--- src/rtl/modulo_demux36_1_seq_pkg.sv ---
// Shared constants and state encoding for the 1:36 serial demultiplexer.
// Optional build macro used by this slice: DEMUX_PARITY_EN.
package modulo_demux_pkg;

    localparam int N_CH     = 36;
    localparam int SEL_W    = 6;
    localparam int LAST_IDX = N_CH - 1;

    typedef enum logic [1:0] {
        ST_IDLE   = 2'd0,
        ST_SHIFT  = 2'd1,
        ST_PARITY = 2'd2,
        ST_DONE   = 2'd3
    } state_t;

    // Beat index k lands in frame bit N_CH-1-k, so the first serial bit is the MSB.
    function automatic logic [SEL_W-1:0] slot_of(input logic [SEL_W-1:0] idx);
        return SEL_W'(LAST_IDX) - idx;
    endfunction

endpackage

--- src/rtl/modulo_demux36_1_seq_if.sv ---
// Serial-in / parallel-out bus of the 1:36 demultiplexer.
// parity_err exists only when DEMUX_PARITY_EN is defined.
interface modulo_demux36_1_seq_if;
    import modulo_demux_pkg::*;

    logic             start;
    logic             in_bit;
    logic             in_valid;
    logic             in_ready;
    logic [SEL_W-1:0] sel_out;
    logic             busy;
    logic [N_CH-1:0]  frame_q;
    logic             frame_valid;
`ifdef DEMUX_PARITY_EN
    logic             parity_err;
`endif

    modport slave (
        input  start, in_bit, in_valid,
        output in_ready, sel_out, busy, frame_q, frame_valid
`ifdef DEMUX_PARITY_EN
        , parity_err
`endif
    );

    modport master (
        output start, in_bit, in_valid,
        input  in_ready, sel_out, busy, frame_q, frame_valid
`ifdef DEMUX_PARITY_EN
        , parity_err
`endif
    );

endinterface

--- src/rtl/modulo_demux36_1_seq_contador.sv ---
// Channel index counter: synchronous clear, count enable, wraps to 0 after LAST_IDX.
// tc flags the last channel so the FSM knows the current beat completes the frame.
module modulo_contador_sel6
    import modulo_demux_pkg::*;
(
    input  logic             clk,
    input  logic             rst_n,
    input  logic             i_clr,
    input  logic             i_en,
    output logic [SEL_W-1:0] o_cnt,
    output logic             o_tc
);

    logic [SEL_W-1:0] r_cnt;

    assign o_tc  = (r_cnt == SEL_W'(LAST_IDX));
    assign o_cnt = r_cnt;

    always_ff @(posedge clk or negedge rst_n) begin
        if (!rst_n) begin
            r_cnt <= '0;
        end else if (i_clr) begin
            r_cnt <= '0;
        end else if (i_en) begin
            r_cnt <= o_tc ? '0 : r_cnt + SEL_W'(1);
        end
    end

endmodule

--- src/rtl/modulo_demux36_1_seq.sv ---
// Sequential 1:36 demultiplexer: shifts serial beats into a shadow frame and publishes
// it with a one-cycle strobe. DEMUX_PARITY_EN adds a trailing even-parity beat.
module modulo_demux36_1_seq
    import modulo_demux_pkg::*;
(
    input  logic                    clk,
    input  logic                    rst_n,
    modulo_demux36_1_seq_if.slave   bus
);

    state_t           r_state;
    state_t           w_next;
    logic             w_in_ready;
    logic             w_beat;
    logic             w_clr;
    logic             w_en;
    logic             w_tc;
    logic             w_load;
    logic [SEL_W-1:0] w_idx;
    logic [N_CH-1:0]  r_shadow;
    logic [N_CH-1:0]  w_shadow_nxt;
    logic [N_CH-1:0]  r_frame_q;
    logic             r_frame_valid;

    modulo_contador_sel6 u_contador (
        .clk   (clk),
        .rst_n (rst_n),
        .i_clr (w_clr),
        .i_en  (w_en),
        .o_cnt (w_idx),
        .o_tc  (w_tc)
    );

    assign w_in_ready = (r_state == ST_SHIFT) || (r_state == ST_PARITY);
    assign w_beat     = bus.in_valid & w_in_ready;

    always_comb begin
        w_next = r_state;
        w_clr  = 1'b0;
        w_en   = 1'b0;
        case (r_state)
            ST_IDLE: begin
                if (bus.start) begin
                    w_next = ST_SHIFT;
                    w_clr  = 1'b1;
                end
            end
            ST_SHIFT: begin
                if (w_beat) begin
                    w_en = 1'b1;
                    if (w_tc) begin
`ifdef DEMUX_PARITY_EN
                        w_next = ST_PARITY;
`else
                        w_next = ST_DONE;
`endif
                    end
                end
            end
            ST_PARITY: begin
                if (w_beat) begin
                    w_next = ST_DONE;
                end
            end
            ST_DONE: begin
                w_next = ST_IDLE;
            end
            default: begin
                w_next = ST_IDLE;
            end
        endcase
    end

    // The frame is loaded on the edge that enters DONE so frame_q and the strobe rise together.
    always_comb begin
        w_shadow_nxt = r_shadow;
        if (w_clr) begin
            w_shadow_nxt = '0;
        end else if ((r_state == ST_SHIFT) && w_beat) begin
            w_shadow_nxt[slot_of(w_idx)] = bus.in_bit;
        end
    end

    assign w_load = (w_next == ST_DONE) && (r_state != ST_DONE);

    always_ff @(posedge clk or negedge rst_n) begin
        if (!rst_n) begin
            r_state       <= ST_IDLE;
            r_shadow      <= '0;
            r_frame_q     <= '0;
            r_frame_valid <= 1'b0;
        end else begin
            r_state       <= w_next;
            r_shadow      <= w_shadow_nxt;
            r_frame_valid <= w_load;
            if (w_load) begin
                r_frame_q <= w_shadow_nxt;
            end
        end
    end

`ifdef DEMUX_PARITY_EN
    logic r_parity_err;

    always_ff @(posedge clk or negedge rst_n) begin
        if (!rst_n) begin
            r_parity_err <= 1'b0;
        end else if ((r_state == ST_PARITY) && w_beat) begin
            r_parity_err <= (^r_shadow) ^ bus.in_bit;
        end
    end

    assign bus.parity_err = r_parity_err;
`endif

    assign bus.in_ready    = w_in_ready;
    assign bus.sel_out     = w_idx;
    assign bus.busy        = (r_state != ST_IDLE);
    assign bus.frame_q     = r_frame_q;
    assign bus.frame_valid = r_frame_valid;

endmodule

--- src/flat_wrapper.sv ---
// flat-port wrapper written by rule: the top's interface ports become plain ports
module modulo_demux36_1_seq_flat import modulo_demux_pkg::*;
  (clk, rst_n, bus_start, bus_in_bit, bus_in_valid, bus_in_ready, bus_sel_out, bus_busy, bus_frame_q, bus_frame_valid);
  modulo_demux36_1_seq_if bus_i ();
  input  logic clk;
  input  logic rst_n;
  input wire logic [$bits(bus_i.start)-1:0] bus_start;
  input wire logic [$bits(bus_i.in_bit)-1:0] bus_in_bit;
  input wire logic [$bits(bus_i.in_valid)-1:0] bus_in_valid;
  output wire logic [$bits(bus_i.in_ready)-1:0] bus_in_ready;
  output wire logic [$bits(bus_i.sel_out)-1:0] bus_sel_out;
  output wire logic [$bits(bus_i.busy)-1:0] bus_busy;
  output wire logic [$bits(bus_i.frame_q)-1:0] bus_frame_q;
  output wire logic [$bits(bus_i.frame_valid)-1:0] bus_frame_valid;
  assign bus_i.start = bus_start;
  assign bus_i.in_bit = bus_in_bit;
  assign bus_i.in_valid = bus_in_valid;
  assign bus_in_ready = bus_i.in_ready;
  assign bus_sel_out = bus_i.sel_out;
  assign bus_busy = bus_i.busy;
  assign bus_frame_q = bus_i.frame_q;
  assign bus_frame_valid = bus_i.frame_valid;
  modulo_demux36_1_seq u_core (.clk(clk), .rst_n(rst_n), .bus(bus_i));
endmodule
--- config.mk ---
export PLATFORM = sky130hd
export DESIGN_NAME = modulo_demux36_1_seq_flat
export DESIGN_NICKNAME = d
export VERILOG_FILES = /design/src/rtl/modulo_demux36_1_seq_pkg.sv /design/src/rtl/modulo_demux36_1_seq_if.sv /design/src/rtl/modulo_demux36_1_seq_contador.sv /design/src/rtl/modulo_demux36_1_seq.sv /design/src/flat_wrapper.sv
export SDC_FILE = /design/constraint.sdc
export NUM_CORES = 1
export LEC_CHECK = 0
export ABC_AREA = 0
export BUFFER_PORTS_ARGS = -buffer_cell sky130_fd_sc_hd__buf_2
export CAP_MARGIN = 5
export CORE_MARGIN = 1
export CORE_UTILIZATION = 30
export CTS_CLUSTER_DIAMETER = 60
export DETAILED_ROUTE_END_ITERATION = 7
export GPL_ROUTABILITY_DRIVEN = 0
export SLEW_MARGIN = 40
export SYNTH_ARGS = -nofsm -noshare
export SYNTH_HDL_FRONTEND = slang
export SYNTH_SLANG_ARGS = --single-unit
--- constraint.sdc ---
create_clock -name clk -period 3.1 [get_ports clk]
set_input_delay 0 -clock clk [delete_from_list [all_inputs] [get_ports clk]]
set_output_delay 0 -clock clk [all_outputs]
set_load 0.01 [all_outputs]
Word level (Yosys, flattened, before mapping)
Index checks and enable logic that the tools add are counted.
Storage, ports and cells
  register bits: 81
  latch bits: 0
  memory bits (writable): 0
  ROM bits: 0
  input bits: 5
  output and inout port bits: 45
  word-level logic and storage cells: 40
  memories kept: 0
Cells by class
  add/subtract/negate cells: 2
  $mul: 0
  div/mod/pow operators: 0
  $lt $le $gt $ge: 2
  equality and inequality tests: 6
  shift-type cells: 0
  multiplexer cells: 17
  bitwise logic cells: 1
  reduce and logical (&&, ||, !) cells: 7
Operators with widths (number)
  $mux 36: 2
  $bwmux 36: 1
  $mux 6: 3
  $mux 2: 4
  $pmux 2 s4: 1
  $lt 6x7->1 const B: 1
  $add 6x1->6 const B: 1
  $demux 1 s6: 1
  $eq 2x2->1 const B: 3
  $eq 6x6->1 const B: 1
  $ge 6x1->1 const B: 1
  $sub 6x6->6 const A: 1
  $mux 1: 5
  $reduce_bool 2->1: 2
  $logic_and 1x1->1: 3
  $eq 2x1->1 const B: 1
  $logic_not 2->1: 1
  $ne 2x2->1 const B: 1
  $and 1x1->1: 1
  $logic_or 1x1->1: 1

Depth between registers and ports, before layout
  depth in word-level cells: 8
  depth in mapped cells: 12
  mapped depth without buffers: 7

Modules after synthesis
From an unflattened synthesis, not the netlist that was laid out.
Unflattened totals
  cell total of the unflattened synthesis: 374
  area total of the unflattened synthesis: 4200.3 sq um
Modules (own cells, without submodules)
  modulo_demux36_1_seq: instances 1, cells each 341, area an instance 3839.9 sq um
  modulo_contador_sel6: instances 1, cells each 33, area an instance 360.3 sq um

Least setup slack after synthesis
Ideal clock, no wire load.
  kind: flip-flop to flip-flop
  start: register u_core.u_contador.r_cnt[2], in the netlist u_core.u_contador.o_cnt[2]
  end: register u_core.r_frame_q[16], in the netlist u_core.bus.frame_q[16]
  library setup time: 125 ps
  arrival time: 2531 ps
  data required time: 2975 ps
  slack: 444 ps
  stages on the path, launching flop included: 12
  cells stage by stage: dfrtp_1 > buf_1 > inv_1 > ha_1 > and4b_1 > buf_4 > nor3b_2 > o31ai_1 > or3_1 > buf_6 > buf_6 > mux2_4
On the way
  longest elaborated chain between the ends: 8
RTL lines
  start, declared: line modulo_demux36_1_seq_contador.sv:14  | logic [SEL_W-1:0] r_cnt;
  start signal, assigned: line modulo_demux36_1_seq_contador.sv:25  | r_cnt <= o_tc ? '0 : r_cnt + SEL_W'(1);
  $sub 6x6->6: line modulo_demux36_1_seq_pkg.sv:18  | return SEL_W'(LAST_IDX) - idx;
  $lt 6x7->1 (implied by the code) or $ge 6x1->1 (tied branches): line modulo_demux36_1_seq.sv:80  | w_shadow_nxt[slot_of(w_idx)] = bus.in_bit;
  $logic_and 1x1->1 (implied by the code): line modulo_demux36_1_seq.sv:80
  $mux 1 (implied by the code): line modulo_demux36_1_seq.sv:80
  $demux 1 s6
  $bwmux 36: line modulo_demux36_1_seq.sv:80
  $mux 36: line modulo_demux36_1_seq.sv:79  | end else if ((r_state == ST_SHIFT) && w_beat) begin
  $mux 36: line modulo_demux36_1_seq.sv:77  | if (w_clr) begin
  end signal, assigned: line modulo_demux36_1_seq.sv:97  | r_frame_q <= w_shadow_nxt;
  end, declared: line modulo_demux36_1_seq.sv:22  | logic [N_CH-1:0] r_frame_q;
Parallel ways exist; a longest one is shown, timed or not.
A chain may end at the register's enable or synchronous reset.

Final worst setup path
  start: register u_core.u_contador.r_cnt[3], in the netlist u_core.u_contador.o_cnt[3]
  end: register u_core.r_frame_q[7], in the netlist u_core.bus.frame_q[7]
The elaborated chain is that of the path after synthesis.

==> results.sh <==
export IMPL_comb_power_share=0.285
export IMPL_fillCellCount=1275
export IMPL_p_int_mw=2.20
export IMPL_via_count=2805
export IMPL_fin_crit_ns=2.80
export IMPL_path_max_fanout=20
export IMPL_r2r_start="u_core.u_contador.o_cnt[3]"
export IMPL_ff2ff_setup_slack_ns=0.30
export IMPL_synth_top_area_frac=0.521
export IMPL_antenna_found_initial=0
export IMPL_cts_setup_buffers=0
export IMPL_reg2reg_depth=7
export IMPL_netlist_instances=353
export IMPL_synthTopCellsByArea="dfrtp_1, mux2i_1, o2bb2ai_1"
export IMPL_avgSynthCellArea_um2=11.0
export IMPL_hpwlAfterDp_mm=6.06
export IMPL_drive_gt1_frac=0.219
export IMPL_grt_pass1_wl_mm=14.8
export IMPL_synth_nets=366
export IMPL_antenna_cells=0
export IMPL_critPathLaunchType="flop"
export IMPL_die_w_um=116
export IMPL_synth_area_um2=3890
export IMPL_cp_arrival_ns=3.04
export IMPL_cts_made_buffers=9
export IMPL_drt_iter0_markers=139
export IMPL_first_global_vias=2799
export IMPL_wirelength_mm=8.89
export IMPL_firstDrtPassIters=4
export IMPL_start_util=0.308
export IMPL_finalSetupViolCount=0
export IMPL_switching_share=0.342
export IMPL_clk_path_buf_depth=2
export IMPL_grt_overflow_total=0
export IMPL_coreArea_um2=12600
export IMPL_power_density_nw_per_um2=723
export IMPL_ios=50
export IMPL_async_reset_ff_frac=1.00
export IMPL_ys_warn_count=0
export IMPL_ctsRootBufferMaster="clkbuf_16"
export IMPL_vias_per_cell=4.89
export IMPL_relSlewSlack=0.512
export IMPL_cts_htree_levels=3
export IMPL_tns_ns=0
export IMPL_ys_ff_latch=81
export IMPL_endpoint_kind="flop"
export IMPL_clkSinkCount=81
export IMPL_nets=410
export IMPL_grt_max_degree=82
export IMPL_yosysTopAreaCell="dfrtp_1"
export IMPL_ir_drop_mv=0.343
export IMPL_status="finished clean"
export IMPL_portBuffers=49
export IMPL_skew_ns=0.00394
export IMPL_clockPowerShare=0.328
export IMPL_ys_seq_area_frac=0.521
export IMPL_switchingPower_mw=1.14
export IMPL_rows=41
export IMPL_remaining_drc_errors=0
export IMPL_synthMostInstantiatedCell="dfrtp_1"
export IMPL_endpoint="u_core.bus.frame_q[7]"
export IMPL_power_frac_seq=0.387
export IMPL_maxCapViolations=0
export IMPL_rsz0062_at_grt="no"
export IMPL_fmaxAchievable_ghz=0.358
export IMPL_area_growth_pct=18.7
export IMPL_yosysUniqueCellTypes=42
export IMPL_leakagePower_nw=2.39
export IMPL_synth_common_cells="dfrtp_1, mux2i_1, nor2_1"
export IMPL_hp_class="in -> reg"
export IMPL_setup_worst_path_class="reg -> reg"
export IMPL_synth_edff_count=0
export IMPL_cts_tree="built"
export IMPL_setup_worst_path_start="u_core.u_contador.o_cnt[3]"
export IMPL_worstPathRequired_ns=3.35
export IMPL_worstMarginPinSlew_ns=0.732
export IMPL_finalHoldViolCount=0
export IMPL_die_area_um2=13400
export IMPL_utilization=0.366
export IMPL_antenna_left=0
export IMPL_timing_rr_end="u_core.bus.frame_q[7]"
export IMPL_clkTransAtPathRegs_ns=0.06
export IMPL_fin_crit_sh=0.902
export IMPL_yosys_most_used_dff="dfrtp_1"
export IMPL_grtUsageTotal=0.144
export IMPL_cts_resized=0
export IMPL_avgRoutedWirePerCell_um=15.5
export IMPL_final_max_slew_viol_count=0
export IMPL_clock_latency_ns=0.34
export IMPL_fp_dieH_um=116
==> cell type report <==
| cell class | instances | area, µm² | area share |
|---|---|---|---|
| clock buffer | 11 | 253 | 0.0547 |
| multi-input combinational | 238 | 1690 | 0.366 |
| sequential | 81 | 2030 | 0.439 |
| clock inverter | 5 | 62.6 | 0.0135 |
| tap | 172 | 215 | 0.0466 |
| inverter | 9 | 33.8 | 0.00731 |
| timing repair buffer | 58 | 337 | 0.0728 |
==> repair_timing <==
action                                  in CTS  in global routing
hold buffers                                 2                  0
hold endpoints to repair                    82                  0
endpoints found under the setup margin       0                  0
==> worst max-delay path: stages, from the launching register on <==
cell	delay (ns)
dfrtp_1	0.50
inv_1	0.14
ha_1	0.26
and4b_1	0.36
nor3b_2	0.21
o31ai_1	0.11
or4_1	0.82
o2bb2ai_1	0.30
==> logic make-up (layout without fill, tap and decap cells) <==
| group | after synthesis | count (layout) | synth area share |
|---|---|---|---|
| adders and majority gates | 8 | 8 | 0.0257 |
| muxes | 52 | 52 | 0.146 |
| DFF | 81 | 81 | 0.521 |
| AOI/OAI and AO/OA | 49 | 49 | 0.0971 |
| buffers and inverters | 34 | 83 | 0.0444 |
| and+or+nand+nor | 129 | 129 | 0.167 |
==> registers in the layout, summed over array words and instances (netlist names) <==
register / flops
u_core.bus.frame_valid: 1
u_core.u_contador.o_cnt: 6
u_core.r_state: 2
u_core.bus.frame_q: 36
u_core.r_shadow: 36
==> cells in the final DEF (no fill, tap or decap), drive strengths merged, types with 8 or more instances in the layout <==
cell / synthesis / routed
buf: 9 / 56
nand2: 27 / 27
nor2: 36 / 36
ha: 8 / 8
a21oi: 8 / 8
dfrtp: 81 / 81
nand4: 8 / 8
mux2i: 36 / 36
mux2: 16 / 16
inv: 9 / 10
o2bb2ai: 20 / 20
clkbuf: 16 / 11
nand3: 26 / 26
==> worst min path at each step <==
stage	start	end	depth (start not counted)
after floorplan	rst_n	u_core.bus.frame_q[0]	0
after global placement	rst_n	u_core.u_contador.o_cnt[5]	1
after detailed placement	rst_n	u_core.u_contador.o_cnt[5]	1
after CTS	bus_start	u_core.r_state[1]	4
after global routing	bus_start	u_core.r_state[1]	4
final	bus_start	u_core.r_state[1]	4
==> power groups by stage <==
stage | Sequential (mW) | Clock [mW] | Combinational (mW)
CTS | 1.29 | 1.13 | 0.951
floorplan | 1.30 | 0 | 0.672
global placement | 1.30 | 0 | 0.924
detailed placement | 1.31 | 0 | 0.941
global route | 1.31 | 1.17 | 1.07
finish | 1.29 | 1.10 | 0.953
==> layer usage <==
| metal | up-vias | wire length, µm | global-route usage |
|---|---|---|---|
| met5 | - | 0 | 0 |
| met4 | 0 | 139 | 0.0521 |
| met3 | 12 | 489 | 0.0356 |
| met2 | 66 | 4120 | 0.223 |
| met1 | 1378 | 4140 | 0.196 |
| li1 | 1349 | - | - |
==> stage by stage <==
step	area [µm²]	power, mW	hold WS [ns]	worst slack, ns	cells
detailed placement	4290	2.25	0.0948	0.319	556
CTS	4620	3.37	0.0499	0.311	574
global route	4620	3.55	0.0917	0.141	574
finish	4620	3.34	0.0569	0.304	574
global placement	4280	2.22	0.232	0.506	556
floorplan	3890	1.97	-0.296	0.444	353
Power figures use the tool's default switching activity.
